**config.mk**
```make
export PLATFORM = sky130hd
export DESIGN_NAME = multicycle_ctrl_flat
export DESIGN_NICKNAME = d
export VERILOG_FILES = /design/src/rtl/multicycle_ctrl_pkg.sv /design/src/rtl/multicycle_ctrl_if.sv /design/src/rtl/multicycle_ctrl_decode.sv /design/src/rtl/multicycle_ctrl.sv /design/src/flat_wrapper.sv
export SDC_FILE = /design/constraint.sdc
export NUM_CORES = 1
export LEC_CHECK = 0
export BUFFER_PORTS_ARGS = -buffer_cell sky130_fd_sc_hd__buf_2
export CORE_MARGIN = 3
export CORE_UTILIZATION = 48
export DETAILED_ROUTE_END_ITERATION = 10
export PLACE_DENSITY = 0.77
export SETUP_SLACK_MARGIN = 0.2
export SLEW_MARGIN = 25
export SYNTH_ARGS = -nofsm -noshare
export SYNTH_HDL_FRONTEND = slang
export SYNTH_HIERARCHICAL = 1
export SYNTH_SLANG_ARGS = --single-unit
export TNS_END_PERCENT = 10
```
**constraint.sdc**
```tcl
create_clock -name clk -period 3.3 [get_ports clk]
set_input_delay 0.66 -clock clk [delete_from_list [all_inputs] [get_ports clk]]
set_output_delay 0.66 -clock clk [all_outputs]
set_load 0.02 [all_outputs]
```
**src/rtl/multicycle_ctrl_pkg.sv**
```systemverilog
// Shared encodings for the multi-cycle MIPS sequencer: states, instruction
// fields, ALU operation codes, datapath mux selects and extender modes.
package multicycle_ctrl_pkg;

  typedef enum logic [2:0] {
    StFetch  = 3'd0,
    StDecode = 3'd1,
    StExec   = 3'd2,
    StMem    = 3'd3,
    StWb     = 3'd4
  } state_e;

  // Instruction opcodes (IR[31:26])
  localparam logic [5:0] INSTR_OP_RTYPE = 6'h00;
  localparam logic [5:0] INSTR_OP_J     = 6'h02;
  localparam logic [5:0] INSTR_OP_BEQ   = 6'h04;
  localparam logic [5:0] INSTR_OP_ADDI  = 6'h08;
  localparam logic [5:0] INSTR_OP_ADDIU = 6'h09;
  localparam logic [5:0] INSTR_OP_ANDI  = 6'h0c;
  localparam logic [5:0] INSTR_OP_ORI   = 6'h0d;
  localparam logic [5:0] INSTR_OP_XORI  = 6'h0e;
  localparam logic [5:0] INSTR_OP_LUI   = 6'h0f;
  localparam logic [5:0] INSTR_OP_LW    = 6'h23;
  localparam logic [5:0] INSTR_OP_SW    = 6'h2b;

  // R-type function codes (IR[5:0])
  localparam logic [5:0] INSTR_FUNCT_ADD  = 6'h20;
  localparam logic [5:0] INSTR_FUNCT_ADDU = 6'h21;
  localparam logic [5:0] INSTR_FUNCT_SUB  = 6'h22;
  localparam logic [5:0] INSTR_FUNCT_AND  = 6'h24;
  localparam logic [5:0] INSTR_FUNCT_OR   = 6'h25;
  localparam logic [5:0] INSTR_FUNCT_XOR  = 6'h26;
  localparam logic [5:0] INSTR_FUNCT_SLT  = 6'h2a;

  // ALU operation codes; zero means "no operation requested"
  localparam logic [4:0] ALUOp_NONE = 5'd0;
  localparam logic [4:0] ALUOp_ADD  = 5'd1;
  localparam logic [4:0] ALUOp_ADDU = 5'd2;
  localparam logic [4:0] ALUOp_SUB  = 5'd3;
  localparam logic [4:0] ALUOp_AND  = 5'd4;
  localparam logic [4:0] ALUOp_OR   = 5'd5;
  localparam logic [4:0] ALUOp_XOR  = 5'd6;
  localparam logic [4:0] ALUOp_SLT  = 5'd7;
  localparam logic [4:0] ALUOp_LUI  = 5'd8;

  // Datapath mux selects
  localparam logic [1:0] SEL_PC_PC4     = 2'd0;
  localparam logic [1:0] SEL_PC_BRANCH  = 2'd1;
  localparam logic [1:0] SEL_PC_JUMP    = 2'd2;
  localparam logic [1:0] SEL_REGDST_RT  = 2'd0;
  localparam logic [1:0] SEL_REGDST_RD  = 2'd1;
  localparam logic [1:0] SEL_WB_ALUOUT  = 2'd0;
  localparam logic [1:0] SEL_WB_DM      = 2'd1;
  localparam logic       SEL_ALUSRC_REG = 1'b0;
  localparam logic       SEL_ALUSRC_IMM = 1'b1;

  // Immediate extender modes
  localparam logic EXT_MODE_UNSIGNED = 1'b0;
  localparam logic EXT_MODE_SIGNED   = 1'b1;

  // Instruction class, steers the FSM path after EXEC
  typedef enum logic [2:0] {
    ClsAlu    = 3'd0,
    ClsLoad   = 3'd1,
    ClsStore  = 3'd2,
    ClsBranch = 3'd3,
    ClsJump   = 3'd4
  } instr_class_e;

  // R-type funct to ALU op; ALUOp_NONE flags an unsupported funct
  function automatic logic [4:0] funct_to_aluop(input logic [5:0] funct);
    logic [4:0] op;
    op = ALUOp_NONE;
    case (funct)
      INSTR_FUNCT_ADD:  op = ALUOp_ADD;
      INSTR_FUNCT_ADDU: op = ALUOp_ADDU;
      INSTR_FUNCT_SUB:  op = ALUOp_SUB;
      INSTR_FUNCT_AND:  op = ALUOp_AND;
      INSTR_FUNCT_OR:   op = ALUOp_OR;
      INSTR_FUNCT_XOR:  op = ALUOp_XOR;
      INSTR_FUNCT_SLT:  op = ALUOp_SLT;
      default:          op = ALUOp_NONE;
    endcase
    return op;
  endfunction

endpackage

```
**src/rtl/multicycle_ctrl_if.sv**
```systemverilog
// Controller <-> datapath/memory bundle. master = sequencer, slave = datapath side.
interface multicycle_ctrl_if;
  import multicycle_ctrl_pkg::*;

  logic [5:0]  opcode;
  logic [5:0]  funct;
  logic        alu_zero;
  logic        im_ready;
  logic        dm_ready;

  logic        im_req;
  logic        dm_req;
  logic        dm_we;
  logic        ir_write;
  logic        pc_write;
  logic [1:0]  pc_src;
  logic        reg_write;
  logic [1:0]  reg_dst;
  logic [1:0]  wb_sel;
  logic        alu_src;
  logic        imm_ext;
  logic [4:0]  alu_op;
  logic        illegal;
  logic [31:0] retired;
  logic [2:0]  state;

  modport master (
    input  opcode, funct, alu_zero, im_ready, dm_ready,
    output im_req, dm_req, dm_we, ir_write, pc_write, pc_src, reg_write, reg_dst,
           wb_sel, alu_src, imm_ext, alu_op, illegal, retired, state
  );

  modport slave (
    output opcode, funct, alu_zero, im_ready, dm_ready,
    input  im_req, dm_req, dm_we, ir_write, pc_write, pc_src, reg_write, reg_dst,
           wb_sel, alu_src, imm_ext, alu_op, illegal, retired, state
  );

endinterface

```
**src/rtl/multicycle_ctrl_decode.sv**
```systemverilog
// mc_decode: purely combinational opcode/funct decode for the sequencer.
module mc_decode
  import multicycle_ctrl_pkg::*;
(
  input  logic [5:0]   opcode,
  input  logic [5:0]   funct,
  output logic         legal,
  output logic [4:0]   alu_op,
  output logic         alu_src,
  output logic         imm_ext,
  output logic [1:0]   reg_dst,
  output logic [1:0]   wb_sel,
  output instr_class_e cls
);

  // Opcode/funct to control bundle; anything unmatched is illegal
  always_comb begin
    legal   = 1'b1;
    alu_op  = ALUOp_NONE;
    alu_src = SEL_ALUSRC_REG;
    imm_ext = EXT_MODE_UNSIGNED;
    reg_dst = SEL_REGDST_RT;
    wb_sel  = SEL_WB_ALUOUT;
    cls     = ClsAlu;
    case (opcode)
      INSTR_OP_RTYPE: begin
        alu_op  = funct_to_aluop(funct);
        legal   = (alu_op != ALUOp_NONE);
        reg_dst = SEL_REGDST_RD;
      end
      INSTR_OP_ADDI: begin
        alu_op  = ALUOp_ADD;
        alu_src = SEL_ALUSRC_IMM;
        imm_ext = EXT_MODE_SIGNED;
      end
      INSTR_OP_ADDIU: begin
        alu_op  = ALUOp_ADDU;
        alu_src = SEL_ALUSRC_IMM;
      end
      INSTR_OP_ANDI: begin
        alu_op  = ALUOp_AND;
        alu_src = SEL_ALUSRC_IMM;
      end
      INSTR_OP_ORI: begin
        alu_op  = ALUOp_OR;
        alu_src = SEL_ALUSRC_IMM;
      end
      INSTR_OP_XORI: begin
        alu_op  = ALUOp_XOR;
        alu_src = SEL_ALUSRC_IMM;
      end
      INSTR_OP_LUI: begin
        alu_op  = ALUOp_LUI;
        alu_src = SEL_ALUSRC_IMM;
      end
      INSTR_OP_LW: begin
        alu_op  = ALUOp_ADD;
        alu_src = SEL_ALUSRC_IMM;
        imm_ext = EXT_MODE_SIGNED;
        wb_sel  = SEL_WB_DM;
        cls     = ClsLoad;
      end
      INSTR_OP_SW: begin
        alu_op  = ALUOp_ADD;
        alu_src = SEL_ALUSRC_IMM;
        imm_ext = EXT_MODE_SIGNED;
        cls     = ClsStore;
      end
      INSTR_OP_BEQ: begin
        alu_op = ALUOp_SUB;
        cls    = ClsBranch;
      end
      INSTR_OP_J: begin
        cls = ClsJump;
      end
      default: begin
        legal = 1'b0;
      end
    endcase
  end

endmodule

```
**src/rtl/multicycle_ctrl.sv**
```systemverilog
// multicycle_ctrl: FETCH/DECODE/EXEC/MEM/WB sequencer owning all datapath write
// enables, with instruction/data memory wait-state handshakes and a retire counter.
module multicycle_ctrl
  import multicycle_ctrl_pkg::*;
(
  input logic              clk,
  input logic              rst,
  multicycle_ctrl_if.master bus
);

  state_e       state_q, state_d;
  logic [31:0]  retired_q, retired_d;
  logic         retire;

  logic         dec_legal;
  logic [4:0]   dec_alu_op;
  logic         dec_alu_src;
  logic         dec_imm_ext;
  logic [1:0]   dec_reg_dst;
  logic [1:0]   dec_wb_sel;
  instr_class_e dec_cls;

  mc_decode u_decode (
    .opcode  (bus.opcode),
    .funct   (bus.funct),
    .legal   (dec_legal),
    .alu_op  (dec_alu_op),
    .alu_src (dec_alu_src),
    .imm_ext (dec_imm_ext),
    .reg_dst (dec_reg_dst),
    .wb_sel  (dec_wb_sel),
    .cls     (dec_cls)
  );

  // State register
  always_ff @(posedge clk) begin
    if (rst) begin
      state_q <= StFetch;
    end else begin
      state_q <= state_d;
    end
  end

  // Retired-instruction counter, wraps naturally at 2^32
  always_ff @(posedge clk) begin
    if (rst) begin
      retired_q <= '0;
    end else begin
      retired_q <= retired_d;
    end
  end

  assign retired_d = retire ? retired_q + 32'd1 : retired_q;

  // Next-state and control outputs; reset forces everything low
  always_comb begin
    state_d       = state_q;
    retire        = 1'b0;
    bus.im_req    = 1'b0;
    bus.dm_req    = 1'b0;
    bus.dm_we     = 1'b0;
    bus.ir_write  = 1'b0;
    bus.pc_write  = 1'b0;
    bus.pc_src    = SEL_PC_PC4;
    bus.reg_write = 1'b0;
    bus.reg_dst   = SEL_REGDST_RT;
    bus.wb_sel    = SEL_WB_ALUOUT;
    bus.alu_src   = SEL_ALUSRC_REG;
    bus.imm_ext   = EXT_MODE_UNSIGNED;
    bus.alu_op    = ALUOp_NONE;
    bus.illegal   = 1'b0;

    case (state_q)
      StFetch: begin
        bus.im_req = 1'b1;
        if (bus.im_ready) begin
          bus.ir_write = 1'b1;
          bus.pc_write = 1'b1;
          bus.pc_src   = SEL_PC_PC4;
          state_d      = StDecode;
        end
      end
      StDecode: begin
        if (!dec_legal) begin
          bus.illegal = 1'b1;
          state_d     = StFetch;
        end else begin
          state_d = StExec;
        end
      end
      StExec: begin
        bus.alu_op  = dec_alu_op;
        bus.alu_src = dec_alu_src;
        bus.imm_ext = dec_imm_ext;
        case (dec_cls)
          ClsLoad, ClsStore: state_d = StMem;
          ClsBranch: begin
            bus.pc_write = bus.alu_zero;
            bus.pc_src   = SEL_PC_BRANCH;
            retire       = 1'b1;
            state_d      = StFetch;
          end
          ClsJump: begin
            bus.pc_write = 1'b1;
            bus.pc_src   = SEL_PC_JUMP;
            retire       = 1'b1;
            state_d      = StFetch;
          end
          default: state_d = StWb;
        endcase
      end
      StMem: begin
        // Address stays computed as base + sign-extended offset for the whole access
        bus.dm_req  = 1'b1;
        bus.dm_we   = (dec_cls == ClsStore);
        bus.alu_op  = ALUOp_ADD;
        bus.alu_src = SEL_ALUSRC_IMM;
        bus.imm_ext = EXT_MODE_SIGNED;
        if (bus.dm_ready) begin
          if (dec_cls == ClsStore) begin
            retire  = 1'b1;
            state_d = StFetch;
          end else begin
            state_d = StWb;
          end
        end
      end
      StWb: begin
        bus.reg_write = 1'b1;
        bus.reg_dst   = dec_reg_dst;
        bus.wb_sel    = dec_wb_sel;
        bus.alu_op    = dec_alu_op;
        retire        = 1'b1;
        state_d       = StFetch;
      end
      default: state_d = StFetch;
    endcase

    if (rst) begin
      state_d       = StFetch;
      retire        = 1'b0;
      bus.im_req    = 1'b0;
      bus.dm_req    = 1'b0;
      bus.dm_we     = 1'b0;
      bus.ir_write  = 1'b0;
      bus.pc_write  = 1'b0;
      bus.pc_src    = SEL_PC_PC4;
      bus.reg_write = 1'b0;
      bus.reg_dst   = SEL_REGDST_RT;
      bus.wb_sel    = SEL_WB_ALUOUT;
      bus.alu_src   = SEL_ALUSRC_REG;
      bus.imm_ext   = EXT_MODE_UNSIGNED;
      bus.alu_op    = ALUOp_NONE;
      bus.illegal   = 1'b0;
    end
  end

  assign bus.state   = rst ? 3'd0 : state_q;
  assign bus.retired = rst ? 32'd0 : retired_q;

endmodule
```
**src/flat_wrapper.sv**
```systemverilog
// flat-port wrapper written by rule: the top's interface ports become plain ports
module multicycle_ctrl_flat import multicycle_ctrl_pkg::*;
  (clk, rst, bus_opcode, bus_funct, bus_alu_zero, bus_im_ready, bus_dm_ready, bus_im_req, bus_dm_req, bus_dm_we, bus_ir_write, bus_pc_write, bus_pc_src, bus_reg_write, bus_reg_dst, bus_wb_sel, bus_alu_src, bus_imm_ext, bus_alu_op, bus_illegal, bus_retired, bus_state);
  multicycle_ctrl_if bus_i ();
  input logic clk;
  input logic rst;
  input wire logic [$bits(bus_i.opcode)-1:0] bus_opcode;
  input wire logic [$bits(bus_i.funct)-1:0] bus_funct;
  input wire logic [$bits(bus_i.alu_zero)-1:0] bus_alu_zero;
  input wire logic [$bits(bus_i.im_ready)-1:0] bus_im_ready;
  input wire logic [$bits(bus_i.dm_ready)-1:0] bus_dm_ready;
  output wire logic [$bits(bus_i.im_req)-1:0] bus_im_req;
  output wire logic [$bits(bus_i.dm_req)-1:0] bus_dm_req;
  output wire logic [$bits(bus_i.dm_we)-1:0] bus_dm_we;
  output wire logic [$bits(bus_i.ir_write)-1:0] bus_ir_write;
  output wire logic [$bits(bus_i.pc_write)-1:0] bus_pc_write;
  output wire logic [$bits(bus_i.pc_src)-1:0] bus_pc_src;
  output wire logic [$bits(bus_i.reg_write)-1:0] bus_reg_write;
  output wire logic [$bits(bus_i.reg_dst)-1:0] bus_reg_dst;
  output wire logic [$bits(bus_i.wb_sel)-1:0] bus_wb_sel;
  output wire logic [$bits(bus_i.alu_src)-1:0] bus_alu_src;
  output wire logic [$bits(bus_i.imm_ext)-1:0] bus_imm_ext;
  output wire logic [$bits(bus_i.alu_op)-1:0] bus_alu_op;
  output wire logic [$bits(bus_i.illegal)-1:0] bus_illegal;
  output wire logic [$bits(bus_i.retired)-1:0] bus_retired;
  output wire logic [$bits(bus_i.state)-1:0] bus_state;
  assign bus_i.opcode = bus_opcode;
  assign bus_i.funct = bus_funct;
  assign bus_i.alu_zero = bus_alu_zero;
  assign bus_i.im_ready = bus_im_ready;
  assign bus_i.dm_ready = bus_dm_ready;
  assign bus_im_req = bus_i.im_req;
  assign bus_dm_req = bus_i.dm_req;
  assign bus_dm_we = bus_i.dm_we;
  assign bus_ir_write = bus_i.ir_write;
  assign bus_pc_write = bus_i.pc_write;
  assign bus_pc_src = bus_i.pc_src;
  assign bus_reg_write = bus_i.reg_write;
  assign bus_reg_dst = bus_i.reg_dst;
  assign bus_wb_sel = bus_i.wb_sel;
  assign bus_alu_src = bus_i.alu_src;
  assign bus_imm_ext = bus_i.imm_ext;
  assign bus_alu_op = bus_i.alu_op;
  assign bus_illegal = bus_i.illegal;
  assign bus_retired = bus_i.retired;
  assign bus_state = bus_i.state;
  multicycle_ctrl u_core (.clk(clk), .rst(rst), .bus(bus_i));
endmodule
```
==> impl_metrics.prom, run 1 <==
# TYPE chip_impl_metric gauge
chip_impl_info{name="run_status",value="completed"} 1
chip_impl_info{name="worstSetupPathType",value="input port to primary output"} 1
chip_impl_metric{name="sw_frac_of_total",unit="%"} 26.50
chip_impl_metric{name="final.period_utilization",unit="%"} 90.79
chip_impl_metric{name="timing.critical_path.slowest_cell_delay",unit="ns"} 0.56
chip_impl_metric{name="cts_hold_buffers",unit=""} 0
chip_impl_info{name="netlist.top_cell.by_area",value="dfxtp_1"} 1
chip_impl_metric{name="finalHoldViolations",unit=""} 0
chip_impl_metric{name="slew_headroom",unit="%"} 56.94
chip_impl_metric{name="powerDensity",unit="nW/um^2"} 261.1
chip_impl_metric{name="vias_per_cell",unit=""} 5.628
chip_impl_metric{name="portBuffers",unit=""} 68
chip_impl_metric{name="dp.cells",unit=""} 481
chip_impl_metric{name="muxShareOfSynthArea",unit="%"} 3.344
chip_impl_info{name="synth_top_family_by_area",value="simple AND/OR/NAND/NOR gates"} 1
chip_impl_info{name="timing.critical_path.mode_cell",value="buf_2"} 1
chip_impl_metric{name="drc_errors",unit=""} 0
chip_impl_metric{name="synth-seq-cells",unit=""} 35
chip_impl_metric{name="rows",unit=""} 26
chip_impl_metric{name="yosys.area.top_type_share",unit="%"} 26.38
chip_impl_metric{name="worst-endpoint-required",unit="ns"} 2.64
chip_impl_metric{name="detail_route.first_pass.iterations",unit=""} 4
chip_impl_metric{name="design_area",unit="sq um"} 3162
chip_impl_metric{name="clk_transition_reported_paths",unit="ns"} 0.07
chip_impl_metric{name="total_leakage_power",unit="nW"} 1.310
chip_impl_metric{name="proportion_of_layout_cells_with_a_drive_suffix_above_1",unit="%"} 25.06
chip_impl_metric{name="grt_use_total",unit="%"} 21.49
chip_impl_metric{name="worst_pin_slew",unit="ns"} 0.6424
chip_impl_metric{name="cts-root-to-sink-buffers",unit=""} 2
chip_impl_metric{name="synth-compound-area-share",unit="%"} 19.92
chip_impl_metric{name="grt_start_max_net_pins",unit=""} 46
chip_impl_metric{name="synth_simple_gate_area_share",unit="%"} 38.58
chip_impl_metric{name="synth.avg_cell_area",unit="sq um"} 7.568
chip_impl_metric{name="irDropWorstVdd",unit="uV"} 171.4
chip_impl_info{name="post_synth_main_area_contributors",value="dfxtp_1 26%, nor2b_1 8.0%, nor2_1 5.9%"} 1
chip_impl_metric{name="yosys.area_share.adder",unit="%"} 0.4710
chip_impl_info{name="dominantRegCellSynth",value="dfxtp_1"} 1
chip_impl_metric{name="floorplan.die_area",unit="sq um"} 6463
chip_impl_metric{name="synth_enable_flop_cells",unit=""} 0
chip_impl_metric{name="tns",unit="ns"} 0
chip_impl_metric{name="hpwl",unit="microns"} 4999
chip_impl_info{name="crit_slowest_cell",value="or4_4"} 1
chip_impl_metric{name="pwr-share-comb",unit="%"} 11.7
chip_impl_metric{name="power.net_switching",unit="uW"} 218.7
chip_impl_info{name="rsz0062_at_grt",value="no"} 1
chip_impl_metric{name="crit_fanout",unit=""} 5
chip_impl_metric{name="die-height",unit="microns"} 80.39
chip_impl_metric{name="number_of_antenna_violations_at_the_first_check_in_global_routing",unit=""} 0
chip_impl_info{name="timing.critical_path.max_delay_family",value="simple AND/OR/NAND/NOR gates"} 1
chip_impl_metric{name="finalClockSkew",unit="ns"} 0.006852
chip_impl_metric{name="numCtsBuffers",unit=""} 5
chip_impl_metric{name="syn_area",unit="sq um"} 2656
chip_impl_metric{name="n_fill_cell",unit=""} 478
chip_impl_metric{name="arrival",unit="ns"} 2.34
chip_impl_metric{name="stdcell_count",unit=""} 489
chip_impl_metric{name="first_global_vias",unit=""} 2536
chip_impl_metric{name="finalCriticalPeriod",unit="ns"} 2.996
chip_impl_metric{name="ys.warnings.count",unit=""} 6
chip_impl_metric{name="grt_first_pass_wirelength",unit="microns"} 11340
chip_impl_metric{name="core_area",unit="sq um"} 5238
chip_impl_metric{name="wl",unit="microns"} 6794
chip_impl_metric{name="area.growth.synth_to_final",unit="%"} 19.03
chip_impl_metric{name="final-max-slew-violation-count",unit=""} 0
chip_impl_metric{name="final_util",unit="%"} 60.37
chip_impl_metric{name="power_report.internal_total",unit="uW"} 606.7
chip_impl_metric{name="nets",unit=""} 436
chip_impl_metric{name="post_synth_xor_area_fraction",unit="%"} 4.616
chip_impl_metric{name="detail-route-antenna-nets",unit=""} 0
chip_impl_info{name="startpoint_type",value="input port"} 1
chip_impl_metric{name="placed_area",unit="sq um"} 3075
chip_impl_metric{name="antenna_cells",unit=""} 0
chip_impl_info{name="critical_path.cell_chain",value="buf_2 -> or4_4 -> nor3b_4 -> or3b_4 -> a31oi_1 -> buf_2"} 1
chip_impl_metric{name="initial_utilization",unit="%"} 50.72
chip_impl_metric{name="p_seq_share",unit="%"} 51.6
chip_impl_metric{name="whs",unit="ns"} 0.4860
chip_impl_metric{name="synth.lib_cells_used.distinct",unit=""} 60
chip_impl_metric{name="global_route.overflow_total",unit=""} 0
chip_impl_info{name="hold_path.class",value="register to register"} 1
chip_impl_metric{name="clockPowerShare",unit="%"} 36.6
chip_impl_metric{name="ys_async_sr_fraction",unit="%"} 0
chip_impl_metric{name="routedWlPerCell",unit="microns"} 13.89
chip_impl_metric{name="cts.sink_count",unit=""} 35
chip_impl_metric{name="synth-seq-area-share",unit="%"} 26.38
chip_impl_metric{name="drt_iter0_drc",unit=""} 128
chip_impl_metric{name="finalSetupViolCount",unit=""} 0
chip_impl_metric{name="cts.htree.levels",unit=""} 2
chip_impl_metric{name="boundaryPins",unit=""} 72
chip_impl_metric{name="syn-instance-count",unit=""} 351
chip_impl_metric{name="clock_latency",unit="ns"} 0.29
chip_impl_metric{name="maxClockFrequency",unit="MHz"} 333.8
chip_impl_metric{name="total_vias_in_the_final_route",unit=""} 2752
chip_impl_metric{name="die_w",unit="microns"} 80.39
chip_impl_info{name="tritoncts",value="yes"} 1
chip_impl_metric{name="cap_violations",unit=""} 0
chip_impl_info{name="buffer_cell_driving_the_clock_tree_root",value="clkbuf_8"} 1
chip_impl_info{name="crit_path_capture_type",value="primary output"} 1
chip_impl_metric{name="last_weighted_congestion_value_of_the_routability_driven_placer",unit=""} 0.8580
chip_impl_metric{name="critical_path_buf_inv_count",unit=""} 2
[path summary, 6_finish.rpt]
kind,startpoint,to,slack [ns],depth (start not counted)
hold / removal,u_core/retired_q[31],u_core/retired_q[31],0.49,2
setup / recovery,bus_opcode[3],bus_pc_write,0.30,6
hold reg to reg,u_core/retired_q[31],u_core/retired_q[31],0.49,2
setup reg to reg,u_core/state_q[1],u_core/retired_q[29],0.94,5
[kinds of logic after synthesis]
logic type               count (synthesis)
AND/OR/NAND/NOR                        182
AO/OA/AOI/OAI                           75
flip-flops                              35
buffers and inverters                   35
XOR/XNOR                                14
multiplexers                             8
adder cells (fa/ha/maj)                  1
other                                    1
[cell usage after synthesis, types with 2 or more instances]
cell	count
nor2_1	42
dfxtp_1	35
nor2b_1	34
a21oi_1	20
nand2_1	17
nor3_1	15
clkbuf_1	14
o21ai_0	13
inv_1	11
nand3_1	11
and3_1	10
nand4_1	9
xor2_1	9
and2_1	8
or3_1	8
o2111ai_1	6
o21a_1	6
a31oi_1	5
buf_4	5
o211ai_1	5
xnor2_1	5
a211oi_1	4
mux2_1	4
nor4b_1	4
and4_1	3
buf_6	3
mux2_2	3
nand2b_1	3
nand3b_1	2
nand4b_1	2
nor3b_1	2
nor4_1	2
o21ai_1	2
or3b_4	2
or4_1	2
[what timing repair did]
item | CTS | global route
setup endpoints to repair | 0 | 2
gates resized for setup | 0 | 1
buffers inserted | 0 | 0
[power groups by stage]
stage / combinational [mW] / sequential [mW] / clock, mW
detailed placement: 0.0952 / 0.436 / 0
finish: 0.0968 / 0.426 / 0.302
global placement: 0.0937 / 0.436 / 0
floorplan: 0.0683 / 0.433 / 0
global route: 0.109 / 0.426 / 0.323
CTS: 0.0956 / 0.426 / 0.307
[cell usage in the layout, fill, tap and decap left out, types with 4 or more instances in the layout]
cell type and instances:
nor2b_1 34, xor2_1 9, buf_4 14, a31oi_1 5, a211oi_1 4, clkbuf_8 5
nand2_1 17, buf_2 68, o211ai_1 5, inv_1 11, nand4_1 9, o21ai_0 13
nor3_1 14, xnor2_1 5, o21a_1 6, nor4b_1 4, o2111ai_1 6, mux2_1 4
and3_1 10, a21oi_1 20, and2_1 8, dfxtp_1 35, or3_1 8, nand3_1 11
nor2_1 42
[through the flow]
stage	total power, mW	setup slack [ns]
3_5_place_dp	0.5312	0.07039
5_1_grt	0.8574	0.2138
6_report	0.8254	0.3040
2_1_floorplan	0.5017	0.1604
3_3_place_gp	0.5297	0.1022
4_1_cts	0.8291	0.2848
[worst register-to-register path, stage by stage, from the launching register on]
cell and delay, ns:
dfxtp_1 0.67, or3b_4 0.48, a21o_4 0.22, a2111oi_4 0.40, nand4_1 0.15, mux2_1 0.33
[flip-flops by register name, summed over array words and instances, names as in the netlist]
register	cells
u_core/retired_q	32
u_core/state_q	3
[metal layers]
layer,vias up,GRT usage (%),routed length [microns]
met3,9,4.148,380
met2,75,37.42,3320
met5,-,0,0
li1,1393,-,-
met4,0,5.743,75
met1,1275,26.92,3017
[final cells by class]
type / instances / area [sq um] / area share, %
clock buffer: 7 / 76.32 / 2.414
timing repair buffer: 82 / 445.4 / 14.09
sequential: 35 / 700.7 / 22.16
multi-input combinational: 283 / 1805 / 57.10
tap: 70 / 87.58 / 2.770
inverter: 11 / 41.29 / 1.306
clock inverter: 1 / 5.005 / 0.1583
No activity file was read; power rests on OpenSTA's default activity.
==> run 2: changes to the inputs <==
- BUFFER_PORTS_ARGS: -buffer_cell sky130_fd_sc_hd__buf_2 -> not set
- CORE_UTILIZATION: 48 -> 55
- DONT_BUFFER_PORTS: not set -> 1
- PLACE_DENSITY: 0.77 -> 0.73
==> impl_metrics.prom, run 2 (same netlist as run 1, synthesis figures left out) <==
# TYPE chip_impl_metric gauge
chip_impl_metric{name="initial_utilization",unit="%"} 58.97
chip_impl_info{name="crit_slowest_cell",value="or4_4"} 1
chip_impl_metric{name="drt_iter0_drc",unit=""} 137
chip_impl_metric{name="clk_transition_reported_paths",unit="ns"} 0.07
chip_impl_metric{name="maxClockFrequency",unit="MHz"} 341.0
chip_impl_metric{name="floorplan.die_area",unit="sq um"} 5700
chip_impl_metric{name="irDropWorstVdd",unit="uV"} 233.5
chip_impl_metric{name="vias_per_cell",unit=""} 6.208
chip_impl_metric{name="grt_use_total",unit="%"} 21.27
chip_impl_metric{name="area.sequential",unit="sq um"} 700.7
chip_impl_info{name="layout_top_registers",value="u_core/retired_q: 32 flops, u_core/state_q: 3 flops"} 1
chip_impl_metric{name="multi_input_area",unit="sq um"} 1803
chip_impl_info{name="worstSetupPathType",value="input port to primary output"} 1
chip_impl_info{name="largest-register",value="u_core/retired_q"} 1
chip_impl_metric{name="total_leakage_power",unit="nW"} 0.9591
chip_impl_info{name="tritoncts",value="yes"} 1
chip_impl_metric{name="crit_fanout",unit=""} 14
chip_impl_metric{name="wl",unit="microns"} 6087
chip_impl_metric{name="global_route.overflow_total",unit=""} 0
chip_impl_metric{name="timing.hold.worst_path_depth",unit=""} 1
chip_impl_metric{name="finalCriticalPeriod",unit="ns"} 2.932
chip_impl_metric{name="finalSetupViolCount",unit=""} 0
chip_impl_metric{name="proportion_of_layout_cells_with_a_drive_suffix_above_1",unit="%"} 10.83
chip_impl_metric{name="cts.htree.levels",unit=""} 2
chip_impl_info{name="startpoint_type",value="input port"} 1
chip_impl_metric{name="drc_errors",unit=""} 0
chip_impl_metric{name="total_vias_in_the_final_route",unit=""} 2502
chip_impl_metric{name="boundaryPins",unit=""} 72
chip_impl_metric{name="cap_violations",unit=""} 0
chip_impl_info{name="buffer_cell_driving_the_clock_tree_root",value="clkbuf_8"} 1
chip_impl_metric{name="first_global_vias",unit=""} 2124
chip_impl_metric{name="detail_route.first_pass.iterations",unit=""} 4
chip_impl_metric{name="timing.critical_path.slowest_cell_delay",unit="ns"} 0.55
chip_impl_metric{name="cts_post_setup_buffers_inserted",unit=""} 0
chip_impl_info{name="layout.cells.most_common_list",value="41 x nor2_1, 35 x dfxtp_1, 34 x nor2b_1"} 1
chip_impl_metric{name="total_chip_power",unit="uW"} 778.2
chip_impl_info{name="run_status",value="completed"} 1
chip_impl_metric{name="area.growth.synth_to_final",unit="%"} 5.417
chip_impl_metric{name="grt_first_pass_wirelength",unit="microns"} 9660
chip_impl_metric{name="final-max-slew-violation-count",unit=""} 0
chip_impl_metric{name="hpwl",unit="microns"} 4510
chip_impl_metric{name="portBuffers",unit=""} 0
chip_impl_metric{name="finalClockSkew",unit="ns"} 0.009561
chip_impl_metric{name="n_fill_cell",unit=""} 405
chip_impl_metric{name="nets",unit=""} 368
chip_impl_metric{name="tns",unit="ns"} 0
chip_impl_metric{name="arrival",unit="ns"} 2.27
chip_impl_metric{name="cts.sink_count",unit=""} 35
chip_impl_metric{name="setup.reg_to_reg.worst_slack",unit="ns"} 0.90
chip_impl_metric{name="worst_pin_slew",unit="ns"} 0.6649
chip_impl_metric{name="grt_start_max_net_pins",unit=""} 73
chip_impl_metric{name="numCtsBuffers",unit=""} 5
chip_impl_metric{name="die_w",unit="microns"} 75.50
chip_impl_metric{name="detail-route-antenna-nets",unit=""} 0
chip_impl_metric{name="powerDensity",unit="nW/um^2"} 277.9
chip_impl_info{name="crit_path_capture_type",value="primary output"} 1
chip_impl_metric{name="slew_headroom",unit="%"} 55.33
chip_impl_metric{name="number_of_antenna_violations_at_the_first_check_in_global_routing",unit=""} 0
chip_impl_metric{name="final.period_utilization",unit="%"} 88.86
chip_impl_metric{name="worst-endpoint-required",unit="ns"} 2.64
chip_impl_info{name="commonest_non_fill_non_tap_cell_in_the_layout",value="nor2_1"} 1
chip_impl_metric{name="last_weighted_congestion_value_of_the_routability_driven_placer",unit=""} 0.8850
chip_impl_metric{name="die-height",unit="microns"} 75.50
chip_impl_metric{name="setup_slack",unit="ns"} 0.3676
chip_impl_metric{name="largest_reg_flops",unit=""} 32
chip_impl_info{name="rsz0062_at_grt",value="no"} 1
chip_impl_metric{name="clock_latency",unit="ns"} 0.29
chip_impl_metric{name="routedWlPerCell",unit="microns"} 15.10
chip_impl_metric{name="rows",unit=""} 24
chip_impl_metric{name="antenna_cells",unit=""} 0
chip_impl_metric{name="cts-root-to-sink-buffers",unit=""} 2
chip_impl_metric{name="dpl_worst_slack",unit="ns"} 0.1571
chip_impl_info{name="critical_path.cell_chain",value="or4_4 -> nor3b_4 -> or3b_4 -> nor3_1 -> buf_4"} 1
chip_impl_metric{name="reg2reg_depth",unit=""} 5
chip_impl_metric{name="core_area",unit="sq um"} 4504
chip_impl_metric{name="finalHoldViolations",unit=""} 0
chip_impl_info{name="hold_path.class",value="input port to register"} 1
==> run 2: final cells by class <==
class / instances / area share [%]
Clock buffer: 6 / 2.592
Clock inverter: 2 / 0.4468
Inverter: 11 / 1.475
Multi-Input combinational cell: 283 / 64.39
Sequential cell: 35 / 25.02
Tap cell: 52 / 2.323
Timing Repair Buffer: 14 / 3.753
==> run 2: per-layer routing <==
metal | track usage [%] | part of all wire (%) | up-vias | routed length (microns)
li1 | - | - | 1252 | -
met1 | 27.60 | 44 | 1160 | 2708
met2 | 35.38 | 47 | 84 | 2889
met3 | 5.277 | 7.1 | 6 | 430
met4 | 5.437 | 0.97 | 0 | 59
met5 | 0 | 0 | - | 0
==> run 2: power by group <==
group	switching (mW)	internal (mW)	total [mW]	leakage (nW)
sequential	0.00310	0.423	0.426	0.282
combinational	0.0300	0.0238	0.0537	0.636
clock	0.151	0.147	0.298	0.0412
==> run 2: metrics by stage <==
step	hold slack, ns	area [sq um]	util, %	instances
6_report	0.4352	2800	62.17	403
5_1_grt	0.4116	2800	62.17	403
4_1_cts	0.4245	2798	62.11	403
3_5_place_dp	0.4644	2713	60.22	395
3_3_place_gp	0.4533	2713	60.22	395
2_1_floorplan	0.4473	2675	-	353
==> run 2: worst paths after layout <==
kind	startpoint	end
setup / recovery	bus_opcode[3]	bus_pc_src[1]
hold / removal	rst	u_core/retired_q[23]
setup reg to reg	u_core/state_q[1]	u_core/retired_q[29]
hold reg to reg	u_core/retired_q[31]	u_core/retired_q[31]
==> run 2: timing repair <==
item	in CTS	in global routing
resized for setup	0	1
setup endpoints to repair	0	1
hold buffers	0	0
==> run 2: worst max-delay path, delay by kind of cell <==
kind                   cells  cell delay, ns
and+or+nand+nor            4            1.42
buffers and inverters      1            0.20
==> run 3: changes to the inputs <==
- CTS_CLUSTER_DIAMETER: not set -> 30
- PLACE_DENSITY: 0.73 -> 0.7
- RECOVER_POWER: not set -> 50
- clock period: 3.3 -> 2.8 ns (I/O delays scaled with it)
==> impl_metrics.prom, run 3 (same netlist as run 1, synthesis figures left out) <==
# TYPE chip_impl_metric gauge
chip_impl_metric{name="dpl_worst_slack",unit="ns"} -0.1616
chip_impl_metric{name="final.period_utilization",unit="%"} 98.67
chip_impl_metric{name="cts-root-to-sink-buffers",unit=""} 2
chip_impl_info{name="worstSetupPathType",value="input port to primary output"} 1
chip_impl_metric{name="drt_iter0_drc",unit=""} 148
chip_impl_metric{name="portBuffers",unit=""} 0
chip_impl_metric{name="initial_utilization",unit="%"} 58.97
chip_impl_metric{name="total_chip_power",unit="mW"} 1.034
chip_impl_metric{name="grt_first_pass_wirelength",unit="microns"} 10220
chip_impl_metric{name="largest_reg_flops",unit=""} 32
chip_impl_metric{name="arrival",unit="ns"} 2.20
chip_impl_metric{name="sw_frac_of_total",unit="%"} 23.03
chip_impl_info{name="top_usage_layer",value="met2"} 1
chip_impl_metric{name="numCtsBuffers",unit=""} 5
chip_impl_metric{name="wl",unit="microns"} 6610
chip_impl_info{name="crit_path_capture_type",value="primary output"} 1
chip_impl_metric{name="cts.htree.levels",unit=""} 2
chip_impl_metric{name="maxClockFrequency",unit="MHz"} 362.0
chip_impl_metric{name="finalClockSkew",unit="ns"} 0.005563
chip_impl_metric{name="total_leakage_power",unit="nW"} 1.063
chip_impl_metric{name="detail_route.first_pass.iterations",unit=""} 7
chip_impl_metric{name="gr-usage-met1",unit="%"} 30.75
chip_impl_metric{name="die_w",unit="microns"} 75.50
chip_impl_info{name="commonest_non_fill_non_tap_cell_in_the_layout",value="nor2_1"} 1
chip_impl_info{name="rsz0062_at_grt",value="yes"} 1
chip_impl_metric{name="grt_start_max_net_pins",unit=""} 73
chip_impl_metric{name="nets",unit=""} 385
chip_impl_metric{name="power.net_switching",unit="uW"} 238.1
chip_impl_metric{name="worst_pin_slew",unit="ns"} 0.7226
chip_impl_metric{name="drc_errors",unit=""} 0
chip_impl_metric{name="powerDensity",unit="nW/um^2"} 338.3
chip_impl_info{name="buffer_cell_driving_the_clock_tree_root",value="clkbuf_8"} 1
chip_impl_metric{name="floorplan.die_area",unit="sq um"} 5700
chip_impl_metric{name="last_weighted_congestion_value_of_the_routability_driven_placer",unit=""} 0.9193
chip_impl_metric{name="grt_use_total",unit="%"} 22.58
chip_impl_metric{name="clk_transition_reported_paths",unit="ns"} 0.08
chip_impl_metric{name="detail-route-antenna-nets",unit=""} 0
chip_impl_metric{name="p_seq_share",unit="%"} 48.3
chip_impl_metric{name="area.growth.synth_to_final",unit="%"} 15.03
chip_impl_metric{name="grt_util_met2",unit="%"} 36.43
chip_impl_metric{name="die-height",unit="microns"} 75.50
chip_impl_metric{name="final-max-slew-violation-count",unit=""} 0
chip_impl_metric{name="number_of_antenna_violations_at_the_first_check_in_global_routing",unit=""} 0
chip_impl_metric{name="boundaryPins",unit=""} 72
chip_impl_metric{name="finalHoldViolations",unit=""} 0
chip_impl_metric{name="rows",unit=""} 24
chip_impl_metric{name="cts.sink_count",unit=""} 35
chip_impl_metric{name="grt.met3_usage",unit="%"} 5.277
chip_impl_metric{name="irDropWorstVdd",unit="uV"} 325.8
chip_impl_metric{name="setup_slack",unit="ns"} 0.03727
chip_impl_metric{name="proportion_of_layout_cells_with_a_drive_suffix_above_1",unit="%"} 18.75
chip_impl_info{name="run_status",value="completed"} 1
chip_impl_metric{name="clockPowerShare",unit="%"} 44.7
chip_impl_metric{name="finalCriticalPeriod",unit="ns"} 2.763
chip_impl_metric{name="slew_headroom",unit="%"} 51.45
chip_impl_info{name="hold_path.class",value="input port to register"} 1
chip_impl_metric{name="core_area",unit="sq um"} 4504
chip_impl_metric{name="global_route.overflow_total",unit=""} 0
chip_impl_metric{name="finalSetupViolCount",unit=""} 0
chip_impl_metric{name="total_vias_in_the_final_route",unit=""} 2553
chip_impl_metric{name="worst-endpoint-required",unit="ns"} 2.24
chip_impl_info{name="tritoncts",value="yes"} 1
chip_impl_metric{name="antenna_cells",unit=""} 0
chip_impl_info{name="layout_top_registers",value="u_core/retired_q: 32 flops, u_core/state_q: 3 flops"} 1
chip_impl_info{name="largest-register",value="u_core/retired_q"} 1
chip_impl_metric{name="vias_per_cell",unit=""} 6.079
chip_impl_metric{name="cts_hold_buffers",unit=""} 0
chip_impl_metric{name="hpwl",unit="microns"} 4770
chip_impl_info{name="startpoint_type",value="input port"} 1
chip_impl_metric{name="pwr-share-comb",unit="%"} 7.0
chip_impl_info{name="layout.cells.most_common_list",value="42 x nor2_1, 35 x dfxtp_1, 34 x nor2b_1"} 1
chip_impl_metric{name="cap_violations",unit=""} 0
chip_impl_metric{name="first_global_vias",unit=""} 2242
chip_impl_metric{name="crit_fanout",unit=""} 14
chip_impl_metric{name="power_report.internal_total",unit="uW"} 795.6
chip_impl_metric{name="clock_latency",unit="ns"} 0.29
chip_impl_metric{name="routedWlPerCell",unit="microns"} 15.74
## run 3: cell types whose count changed in the layout (fill, tap and decap cells not counted), sizes merged
cell	change
clkinvlp	-1
buf	+14
clkbuf	+2
clkinv	+1
bufinv	+1
## run 3: cell type report
| type | count | area [sq um] |
|---|---|---|
| inverters | 11 | 41.29 |
| repair buffers | 31 | 232.7 |
| clock inverters | 3 | 43.79 |
| clock buffers | 5 | 68.82 |
| flip-flops and latches | 35 | 700.7 |
| fillers | 405 | 1449 |
| multi-input cells | 283 | 1903 |
| well taps | 52 | 65.06 |
## run 3: final timing paths
| check | startpoint | endpoint | slack (ns) | depth (start not counted) |
|---|---|---|---|---|
| max | bus_opcode[3] | bus_pc_write | 0.04 | 6 |
| min | rst | u_core/retired_q[31] | 0.33 | 1 |
| max reg2reg | u_core/state_q[1] | u_core/retired_q[29] | 0.37 | 5 |
| min reg2reg | u_core/retired_q[31] | u_core/retired_q[31] | 0.48 | 2 |
## run 3: layer usage
layer | vias up | part of all wire [%]
met5 | - | 0
met4 | 0 | 0.89
met3 | 8 | 5.6
met2 | 66 | 47
met1 | 1189 | 46
li1 | 1290 | -
## run 3: stage by stage
stage	cells	TNS [ns]	utilization, %	hold WS [ns]	area [sq um]
6_report	420	0	67.83	0.3341	3055
5_1_grt	420	-0.02084	67.83	0.3148	3055
4_1_cts	420	0	65.64	0.3254	2957
3_5_place_dp	411	-1.022	62.97	0.4645	2836
3_3_place_gp	411	-0.6802	62.97	0.4571	2836
2_1_floorplan	353	-1.286	-	0.4473	2684
## run 3: worst max-delay path, cell delays in order
cell     delay (ns)
or4_4          0.54
nor3b_4        0.19
or3b_4         0.41
buf_4          0.16
a31oi_1        0.18
buf_4          0.17
## run 3: what timing repair did
| item | in CTS | in global routing |
|---|---|---|
| buffers inserted | 1 | 0 |
| resized for setup | 0 | 25 |
| pin swaps | 0 | 18 |
| cloned | 0 | 0 |
| endpoints found under the setup margin | 8 | 28 |
## run 3: power groups by stage
| stage | Sequential (mW) | Clock (mW) | Combinational [mW] |
|---|---|---|---|
| 6_report | 0.500 | 0.462 | 0.0724 |
| 5_1_grt | 0.500 | 0.490 | 0.0789 |
| 4_1_cts | 0.500 | 0.472 | 0.0724 |
| 3_5_place_dp | 0.511 | 0 | 0.0719 |
| 3_3_place_gp | 0.511 | 0 | 0.0712 |
| 2_1_floorplan | 0.511 | 0 | 0.0813 |
